`src/rtl/pipe_pkg.sv`:
```
// Shared pipeline definitions: operand-select encoding and the shadow record
// carried down ID/EX, EX/MEM and MEM/WB for hazard tracking.
package pipe_pkg;

  localparam int RA_W = 5;

  // Operand-mux select codes; 2'b11 is reserved and never driven.
  localparam logic [1:0] FWD_RF    = 2'b00;
  localparam logic [1:0] FWD_EXMEM = 2'b10;
  localparam logic [1:0] FWD_MEMWB = 2'b01;

  typedef struct packed {
    logic [RA_W-1:0] rs1;
    logic [RA_W-1:0] rs2;
    logic [RA_W-1:0] rd;
    logic            regwrite;
    logic            memread;
  } shadow_t;

endpackage

```
`src/rtl/fwd_sel_logic.sv`:
```
// Priority compare for one EX operand: the newest producer (EX/MEM) wins over
// MEM/WB; x0 is never a forwarding source.
module fwd_sel_logic #(
  parameter int RA_W  = 5,
  parameter int SEL_W = 2
) (
  input  logic [RA_W-1:0]  rs_i,
  input  logic [RA_W-1:0]  exmem_rd_i,
  input  logic             exmem_we_i,
  input  logic [RA_W-1:0]  memwb_rd_i,
  input  logic             memwb_we_i,
  output logic [SEL_W-1:0] sel_o
);
  import pipe_pkg::*;

  // Pick the youngest in-flight writer of rs, else the register file.
  always_comb begin
    sel_o = SEL_W'(FWD_RF);
    if (exmem_we_i && (exmem_rd_i != '0) && (exmem_rd_i == rs_i))
      sel_o = SEL_W'(FWD_EXMEM);
    else if (memwb_we_i && (memwb_rd_i != '0) && (memwb_rd_i == rs_i))
      sel_o = SEL_W'(FWD_MEMWB);
  end

endmodule

```
`src/rtl/fwd_hazard_ctrl.sv`:
```
// Forwarding-select and load-use stall control for the 5-stage pipeline.
// Tracks a shadow copy of register usage per stage; forwarding selects come
// straight from flops, the stall is combinational against the ID inputs.
// RA_W must match pipe_pkg::RA_W, which sizes the shadow record.
module fwd_hazard_ctrl #(
  parameter int RA_W  = 5,
  parameter int SEL_W = 2,
  parameter int CNT_W = 16
) (
  input  logic             clk_i,
  input  logic             rst_i,
  input  logic             id_valid_i,
  input  logic [RA_W-1:0]  id_rs1_i,
  input  logic [RA_W-1:0]  id_rs2_i,
  input  logic [RA_W-1:0]  id_rd_i,
  input  logic             id_regwrite_i,
  input  logic             id_memread_i,
  input  logic             flush_i,
  output logic [SEL_W-1:0] fwd_a_o,
  output logic [SEL_W-1:0] fwd_b_o,
  output logic             stall_o,
  output logic [CNT_W-1:0] stall_cnt_o
);
  import pipe_pkg::*;

  shadow_t          idex_q, idex_d;
  shadow_t          exmem_q, exmem_d;
  shadow_t          memwb_q, memwb_d;
  logic [CNT_W-1:0] cnt_q, cnt_d;
  logic             stall;

  // Load-use hazard: a load in EX whose rd feeds the instruction in ID.
  // A taken branch squashes the ID instruction, so it never stalls.
  always_comb begin
    stall = id_valid_i && !flush_i && idex_q.memread && (idex_q.rd != '0)
            && ((idex_q.rd == id_rs1_i) || (idex_q.rd == id_rs2_i));
  end

  // Shadow pipeline advance; stall, flush or an empty ID slot inject a bubble.
  always_comb begin
    exmem_d = idex_q;
    memwb_d = exmem_q;
    idex_d  = '0;
    if (!(stall || flush_i || !id_valid_i)) begin
      idex_d.rs1      = id_rs1_i;
      idex_d.rs2      = id_rs2_i;
      idex_d.rd       = id_rd_i;
      idex_d.regwrite = id_regwrite_i;
      idex_d.memread  = id_memread_i;
    end
  end

  // Saturating stall-cycle counter for CPI measurement.
  always_comb begin
    cnt_d = cnt_q;
    if (stall && (cnt_q != {CNT_W{1'b1}}))
      cnt_d = cnt_q + CNT_W'(1);
  end

  // State registers; reset drops any in-progress stall along with the shadows.
  always_ff @(posedge clk_i) begin
    if (rst_i) begin
      idex_q  <= '0;
      exmem_q <= '0;
      memwb_q <= '0;
      cnt_q   <= '0;
    end else begin
      idex_q  <= idex_d;
      exmem_q <= exmem_d;
      memwb_q <= memwb_d;
      cnt_q   <= cnt_d;
    end
  end

  fwd_sel_logic #(.RA_W(RA_W), .SEL_W(SEL_W)) u_fwd_a (
    .rs_i       (idex_q.rs1),
    .exmem_rd_i (exmem_q.rd),
    .exmem_we_i (exmem_q.regwrite),
    .memwb_rd_i (memwb_q.rd),
    .memwb_we_i (memwb_q.regwrite),
    .sel_o      (fwd_a_o)
  );

  fwd_sel_logic #(.RA_W(RA_W), .SEL_W(SEL_W)) u_fwd_b (
    .rs_i       (idex_q.rs2),
    .exmem_rd_i (exmem_q.rd),
    .exmem_we_i (exmem_q.regwrite),
    .memwb_rd_i (memwb_q.rd),
    .memwb_we_i (memwb_q.regwrite),
    .sel_o      (fwd_b_o)
  );

  assign stall_o     = stall;
  assign stall_cnt_o = cnt_q;

endmodule

```
`config.mk`:
```
export PLATFORM = sky130hd
export DESIGN_NAME = fwd_hazard_ctrl
export DESIGN_NICKNAME = d
export VERILOG_FILES = /design/src/rtl/pipe_pkg.sv /design/src/rtl/fwd_sel_logic.sv /design/src/rtl/fwd_hazard_ctrl.sv
export SDC_FILE = /design/constraint.sdc
export NUM_CORES = 1
export LEC_CHECK = 0
export ABC_AREA = 1
export CAP_MARGIN = 20
export CORE_ASPECT_RATIO = 1.5
export CORE_UTILIZATION = 34
export DETAILED_ROUTE_END_ITERATION = 7
export SLEW_MARGIN = 0
export SYNTH_ARGS = -nofsm -noshare
export SYNTH_HDL_FRONTEND = slang
export SYNTH_SLANG_ARGS = --single-unit
```
`constraint.sdc`:
```
create_clock -name clk_i -period 1.4 [get_ports clk_i]
set_input_delay 0.42 -clock clk_i [delete_from_list [all_inputs] [get_ports clk_i]]
set_output_delay 0.42 -clock clk_i [all_outputs]
set_load 0.01 [all_outputs]
```
=== Yosys cells after proc, flatten, opt, wreduce, memory -nomap -nowiden ===
Cells that the tools add are included.

* Div/mod/pow operators: 0
* Equality and inequality tests: 7
* Mux-type cells: 4
* Shift operators: 0
* Reduce and logical (&&, ||, !) cells: 20
* Magnitude comparators: 0
* Bitwise gates (word level): 0
* Multiply operators: 0
* Add/sub/neg operators: 1

{| class="wikitable"
|+ Operators by type and width
! kind !! count
|-
| 5-bit equality test || 6
|-
| 16-bit by 1-bit adder with 16-bit output, second input constant || 1
|-
| 16-bit != test, second input constant || 1
|-
| 5-bit nonzero test || 3
|-
| 1-bit logical AND || 11
|-
| 2-bit two-way mux || 2
|-
| 1-bit logical OR || 3
|-
| 1-bit zero test || 2
|-
| 1-bit two-way mux || 2
|-
| 2-bit OR reduction || 1
|}

* Register bits after elaboration: 45
* Latch bits: 0
* Memories kept: 0
* Logic and storage cells: 42
* Memory bits (writable): 0
* Memory bits (read-only): 0

=== Longest topological paths before layout ===
Gate-level depths: netlist (run 1).

* Depth after elaboration: 8
* Depth in mapped cells: 11

=== Hierarchy ===
A second synthesis (run 1) with hierarchy kept.

* Cell total of the unflattened synthesis: 405
* Area, all modules: 2508.7 um^2

{| class="wikitable"
|+ Modules (own cells, without submodules)
! module !! instances !! cells each !! sequential area each (um^2) !! area each (um^2)
|-
| fwd_hazard_ctrl || 1 || 305 || 900.9 || 2080.7
|-
| fwd_sel_logic || 2 || 50 || 0.0 || 214.0
|}

=== Worst setup path after synthesis (run 1) ===
No wires, ideal clock.

* Path kind: flip-flop to output port
* From: reg exmem_q[6] (netlist bit)
* To: out fwd_a_o[0]
* Required time: 980 ps
* Setup slack: -231 ps
* Arrival time: 1211 ps
* Stages on the path, launching flop included: 6
* Buffers on the path: 0
* Path through: dfxtp_1 -> inv_1 -> nand3_1 -> o21ai_0 -> nor4_1 -> nor2_1

* Word-level cells in the longest chain between the ends: 4

{| class="wikitable"
|+ RTL lines
! what !! line !! source
|-
| start: declaration || fwd_hazard_ctrl.sv:27 || <nowiki>shadow_t exmem_q, exmem_d;</nowiki>
|-
| start signal: assignment || fwd_hazard_ctrl.sv:69 || <nowiki>exmem_q <= exmem_d;</nowiki>
|-
| 5-bit nonzero test || fwd_sel_logic.sv:19 || <nowiki>if (exmem_we_i && (exmem_rd_i != '0) && (exmem_rd_i == rs_i))</nowiki>
|-
| 1-bit logical AND || fwd_sel_logic.sv:19 ||
|-
| 1-bit logical AND (*) || fwd_sel_logic.sv:19 ||
|-
| 2-bit two-way mux (*) || fwd_sel_logic.sv:19 ||
|-
| end: declaration || fwd_hazard_ctrl.sv:19 || <nowiki>output logic [SEL_W-1:0] fwd_a_o,</nowiki>
|}

Mark *: on every way between the ends. The rest lies on a longest branch, timed or not.

=== Final worst setup path (run 1) ===
* From: reg exmem_q[3] (netlist bit)
* To: out fwd_a_o[0]

The elaborated chain is that of the path after synthesis.

==> impl_metrics.toml, run 1 <==
[status]
violations = "setup timing"
outcome = "finished with violations"

[clocking]
cts_max_path_buffers = 2
cts.sinks = 45
htree_levels = 2
clk_latency_ns = 0.30
path_clk_slew_ns = 0.09
cts_root_buf = "clkbuf_8"
cts_made_buffers = 5
cts_tree = "yes"
hold_buffers = 0

[final_layout]
fin_nets = 455
post-route-util_pct = 59.62
synthToLayoutAreaGrowth_pct = 66.70
instances_no_fill = 507
nFillCells = 604
n_antenna_cell = 0
drive_gt1_share_pct = 42.03

[global_routing]
track_usage_pct = 19.42
grt_pass1_vias = 2224
grt_max_degree = 15
antenna_found_initial = 0
grt_overflow_total = 0
grt_pass1_wl_um = 9887

[synthesis]
syn_nets = 348
synth_edf_count = 0
synthArstFlopShare_pct = 0
synth_ff_type = "dfxtp_1"
synth_top_area_share_pct = 40.22
ys_ff_latch = 45
synth_area_leaders = "dfxtp_1 40%, nor2_1 13%, nand2_1 12%, xor2_1 8.6%, inv_1 8.5%"
yosysTopAreaCell = "dfxtp_1"
syn_inst = 326
synth_area_mm2 = 0.002240
yosys_warnings = 0
synth-seq-area-share_pct = 40.22
synth.most_common_cell = "nor2_1"
synthTopCellsByCount = "77 x nor2_1, 71 x nand2_1, 51 x inv_1"
syn_avg_cell_area_um2 = 6.870
synth_cell_types = 21

[pwr]
combPwrFrac_pct = 11.5
peakVddDrop_v = 0.0004033
powerDensity_mw_per_mm2 = 685.6
power_frac_seq_pct = 51.0
internal_power_mw = 1.961
p_clk_share_pct = 37.5
netSwitchingPower_uw = 598.8
p_leak_nw = 1.872
p_sw_share_pct = 23.39

[route]
wl_per_cell_um = 13.07
drtIter0Drc = 57
ant_nets = 0
drc_errors = 0
num_vias = 2347
drt_wl_total_um = 6625
dr.pass1.iters = 4
via_per_inst = 4.629

[flow_run]
drv_cap = 0

[placement]
placedCellCount = 481
io_buffers = 41
dpl.hpwl_um = 4308
routabilityCongestion = 0.8360

[sta]
drv_slew = 0
hold_violations = 0
relSlewSlack_pct = 75.39
finalSetupViolCount = 38
final.setup.worst_slack_ns = -0.4484
fmax_ghz = 0.5410
min_period_ns = 1.848
fin_crit_sh_pct = 132.0
skew_ns = 0.004532
worst_pin_slew_ns = 0.3664
rsz0062_at_grt = "yes"

[floorplanning]
core_area_mm2 = 0.006262
io_pins = 42
die_w_um = 68.27
core.rowCount = 35
initial_core_util_pct = 35.76
die-area_mm2 = 0.006923
die_h_um = 101.4

[setup_path]
critPathCaptureType = "primary output"
arrival_ns = 1.43
max_stage_delay_ns = 0.40
critPathSlowestCell = "dfxtp_2"
path_class = "register to primary output"
startpoint_type = "register"
critPathRequiredTime_ns = 0.98
path_cells = "inv_2 > nand2_2 > o21ai_4 > nor4_4 > nor2_2 > buf_2"
crit_fanout = 3

[min_path]
min_path_type = "register to register"
==> final cells by class <==
class / count / area [um2] / area share [%]
Clock inverter: 2 / 35.03 / 0.9383
Multi-Input combinational cell: 220 / 1368 / 36.63
Sequential cell: 45 / 955.9 / 25.60
Timing Repair Buffer: 105 / 984.7 / 26.37
Clock buffer: 5 / 68.82 / 1.843
Tap cell: 74 / 92.59 / 2.480
Inverter: 56 / 229.0 / 6.133
==> critical path: cells and delay by family (launching register included) <==
kind / cells / cell delay [ns]
simple gates: 3 / 0.43
compound gates: 1 / 0.09
flops: 1 / 0.40
buf+inv: 2 / 0.20
==> repair_timing <==
action	CTS	global route
hold endpoints to repair	0	0
gates cloned	4	1
setup endpoints to repair	54	49
setup buffers	10	7
gates resized for setup	107	55
pin swaps	23	22
==> cell usage in the layout (no fill, tap or decap), types with 2 or more instances in the layout <==
master / count
dlygate4sd2_1: 17
buf_12: 4
nor2_1: 51
buf_6: 6
nand2_4: 2
xnor2_1: 7
nand4_1: 9
nor2_2: 21
inv_1: 37
inv_4: 4
nand3_1: 7
buf_2: 6
dfxtp_2: 17
nor2_4: 5
clkbuf_8: 5
inv_2: 13
nand3_2: 3
buf_16: 3
clkdlybuf4s15_1: 6
nor4_4: 2
xnor2_2: 5
dfxtp_4: 9
clkinv_2: 2
nand2_1: 62
dfxtp_1: 19
nand2_2: 10
clkdlybuf4s15_2: 2
buf_4: 51
xor2_1: 22
nor3_1: 5
clkdlybuf4s50_1: 8
nand3_4: 3
nor3_2: 2
==> final timing paths <==
kind	start	slack, ns	cells past startpoint	endpoint
worst max-delay path	exmem_q[3]	-0.45	6	fwd_a_o[0]
worst min-delay path	exmem_d[1]	0.41	2	exmem_q[1]
worst max register to register	exmem_d[2]	-0.36	14	stall_cnt_o[9]
worst min register to register	exmem_d[1]	0.41	2	exmem_q[1]
==> layer usage <==
layer	track usage (%)	wire length, um
met1	19.68	2513
met2	36.35	3605
met3	3.266	249
met4	9.776	257
met5	0	0
==> power groups by stage <==
stage / clock network [mW] / registers (mW) / logic [mW]
detailed placement: 0 / 1.34 / 0.238
global route: 1.04 / 1.31 / 0.319
CTS: 0.986 / 1.31 / 0.275
finish: 0.960 / 1.31 / 0.294
global placement: 0 / 1.34 / 0.237
floorplan: 0 / 1.34 / 0.103
==> logic make-up after synthesis <==
kind of cell | after synthesis | share of synthesized area (%)
xor gates and xnor gates | 35 | 13.69
and+or+nand+nor | 182 | 33.97
DFF | 45 | 40.22
buffers and inverters | 61 | 11.12
adders and majority gates | 1 | 0.5586
AOI/OAI and AO/OA | 2 | 0.4469
==> state kept, by name, indices dropped and copies added, names as in the netlist <==
signal / cells
stall_cnt_o: 16
memwb_q: 6
exmem_q: 6
exmem_d: 17
==> stage by stage <==
step | power, mW | hold slack [ns] | worst slack (ns) | area [um2] | setup TNS [ns]
2_1_floorplan | 1.439 | 0.3883 | -0.007614 | 2344 | -0.008119
3_3_place_gp | 1.576 | 0.4052 | -1.170 | 3171 | -27.06
3_5_place_dp | 1.578 | 0.3994 | -1.200 | 3171 | -28.65
4_1_cts | 2.566 | 0.4175 | -0.4116 | 3528 | -7.677
5_1_grt | 2.667 | 0.4270 | -0.5129 | 3734 | -13.65
6_report | 2.560 | 0.4090 | -0.4484 | 3734 | -10.43
No activity file was read; power rests on OpenSTA's default activity.
==> run 2, diff against run 1 <==
--- a/config.mk
+++ b/config.mk
@@ -6,10 +6,12 @@
 export NUM_CORES = 1
 export LEC_CHECK = 0
 export ABC_AREA = 1
+export ABC_CLOCK_PERIOD_IN_PS = 1400
 export CAP_MARGIN = 20
 export CORE_ASPECT_RATIO = 1.5
-export CORE_UTILIZATION = 34
+export CORE_UTILIZATION = 40
 export DETAILED_ROUTE_END_ITERATION = 7
+export PLACE_DENSITY = 0.66
 export SLEW_MARGIN = 0
 export SYNTH_ARGS = -nofsm -noshare
 export SYNTH_HDL_FRONTEND = slang
==> run 2 against run 1 <==
- the run still ends with setup timing left
- cell count rose by 0.79%
- power rose by 1.5%
- core utilization rose by 11 points
- global-route usage rose by 4.7 points
- register-to-register slack improved by 0.18 ns
==> impl_metrics.toml, run 2 (same netlist as run 1, synthesis figures left out) <==
[setup_path]
arrival_ns = 1.42
critPathCaptureType = "primary output"
r2r-start = "exmem_d[3]"
crit_fanout = 4
path_class = "register to primary output"
rr_endpoint = "stall_cnt_o[13]"
rrSetupSlack_ns = -0.18
critPathRequiredTime_ns = 0.98
r2r_cells = 11
startpoint_type = "register"

[floorplanning]
core.rowCount = 33
die_h_um = 93.65
initial_core_util_pct = 41.41
io_pins = 42
die_w_um = 63.10
core_area_mm2 = 0.005409
die-area_mm2 = 0.005909

[clocking]
cts_tree = "yes"
cts_root_buf = "clkbuf_8"
cts_made_buffers = 5
cts_max_path_buffers = 2
cts.sinks = 45
clk_latency_ns = 0.30
path_clk_slew_ns = 0.09
htree_levels = 2

[route]
via_per_inst = 4.773
ant_nets = 0
drtIter0Drc = 81
num_vias = 2439
drt_wl_total_um = 7121
wl_per_cell_um = 13.94
drc_errors = 0
dr.pass1.iters = 4

[sta]
final.setup.worst_slack_ns = -0.4405
hold_violations = 0
skew_ns = 0.006213
relSlewSlack_pct = 80.10
finalSetupViolCount = 38
tns_ns = -5.983
fmax_ghz = 0.5433
min_period_ns = 1.841
fin_crit_sh_pct = 131.5
rsz0062_at_grt = "yes"
drv_slew = 0
worst_pin_slew_ns = 0.2969

[placement]
dpl-instance-area_mm2 = 0.003176
io_buffers = 41
routabilityCongestion = 0.8674
dpl.hpwl_um = 4099
place_ws_ns = -1.180

[pwr]
p_leak_nw = 1.906
peakVddDrop_v = 0.0005819
power_mw = 2.598
powerDensity_mw_per_mm2 = 678.9

[global_routing]
grt_overflow_total = 0
grt_pass1_wl_um = 10940
track_usage_pct = 24.16
grt_pass1_vias = 2506
grt_max_degree = 15
antenna_found_initial = 0

[flow_run]
drv_cap = 0

[min_path]
hp-start = "exmem_d[1]"
min_path_type = "register to register"
min_path_cells = 2
whs_endpoint = "exmem_q[1]"

[final_layout]
largest_reg_flops = 17
final_common_cell = "buf_4"
design_area_mm2 = 0.003827
synthToLayoutAreaGrowth_pct = 70.89
post-route-util_pct = 70.76
fin_nets = 462
layout_common_cells = "56 x buf_4, 55 x nor2_1, 54 x nand2_1"
drive_gt1_share_pct = 44.67
n_antenna_cell = 0

[status]
violations = "setup timing"
outcome = "finished with violations"
## run 2: changes by cell type in the layout (fill, tap and decap cells not counted), sizes merged
cell,before,now
buf,70,73
bufinv,1,0
clkdlybuf4s15,8,9
clkinv,2,0
clkinvlp,0,1
dlygate4sd2,17,19
inv,55,56
nand3,13,16
## run 2: worst max path at each step
stage,start,slack (ns),endpoint,cells after the start
floorplan,exmem_q[4],-0.008,fwd_a_o[0],4
global placement,id_rs1_i[1],-1.14,stall_o,10
detailed placement,id_rs2_i[0],-1.18,stall_o,10
CTS,memwb_q[3],-0.42,fwd_a_o[0],5
global route,exmem_d[3],-0.51,stall_o,9
finish,exmem_d[3],-0.44,stall_o,9
## run 2: final cells by class
type / instances / area (um2)
fill: 411 / 1582
multi-input combinational: 223 / 1466
timing repair buffer: 109 / 970.9
sequential: 45 / 959.7
inverter: 56 / 227.7
clock buffer: 7 / 107.6
tap: 70 / 87.58
clock inverter: 1 / 7.507
## run 2: through the flow
step	hold slack, ns	std cells
floorplan	0.3883	326
global placement	0.3972	480
detailed placement	0.4030	480
CTS	0.4163	511
global route	0.4576	511
finish	0.4101	511
## run 2: where the power goes
| group | switching (mW) | internal (mW) | total, mW | leakage (nW) |
|---|---|---|---|---|
| clock | 0.469 | 0.509 | 0.979 | 0.0556 |
| combinational | 0.153 | 0.166 | 0.319 | 1.47 |
| sequential | 0.0215 | 1.28 | 1.30 | 0.380 |
| total | 0.643 | 1.95 | 2.60 | 1.91 |
## run 2: what timing repair did
item	in CTS	in global routing
gates cloned	5	0
endpoints found under the setup margin	54	49
pin swaps	32	25
hold buffers	0	0
resized for setup	114	60
buffers inserted	20	6
## run 2: worst max-delay path, cell delays in order (launching register included)
cell and delay [ns]:
dfxtp_2 0.39, inv_2 0.07, nand2_2 0.06, nand2_2 0.06, nor2_4 0.12, nand3_2 0.10, nand2_4 0.10, nand2_4 0.06
inv_2 0.06, buf_6 0.09
## run 2: metal layers
metal	share of wire, %	vias to the layer above	GRT usage [%]	wire length, um
li1	-	1210	-	-
met4	3.1	0	13.76	219
met1	35	1154	21.89	2492
met3	3.2	18	3.415	228
met2	59	57	49.19	4180
met5	0	-	0	0
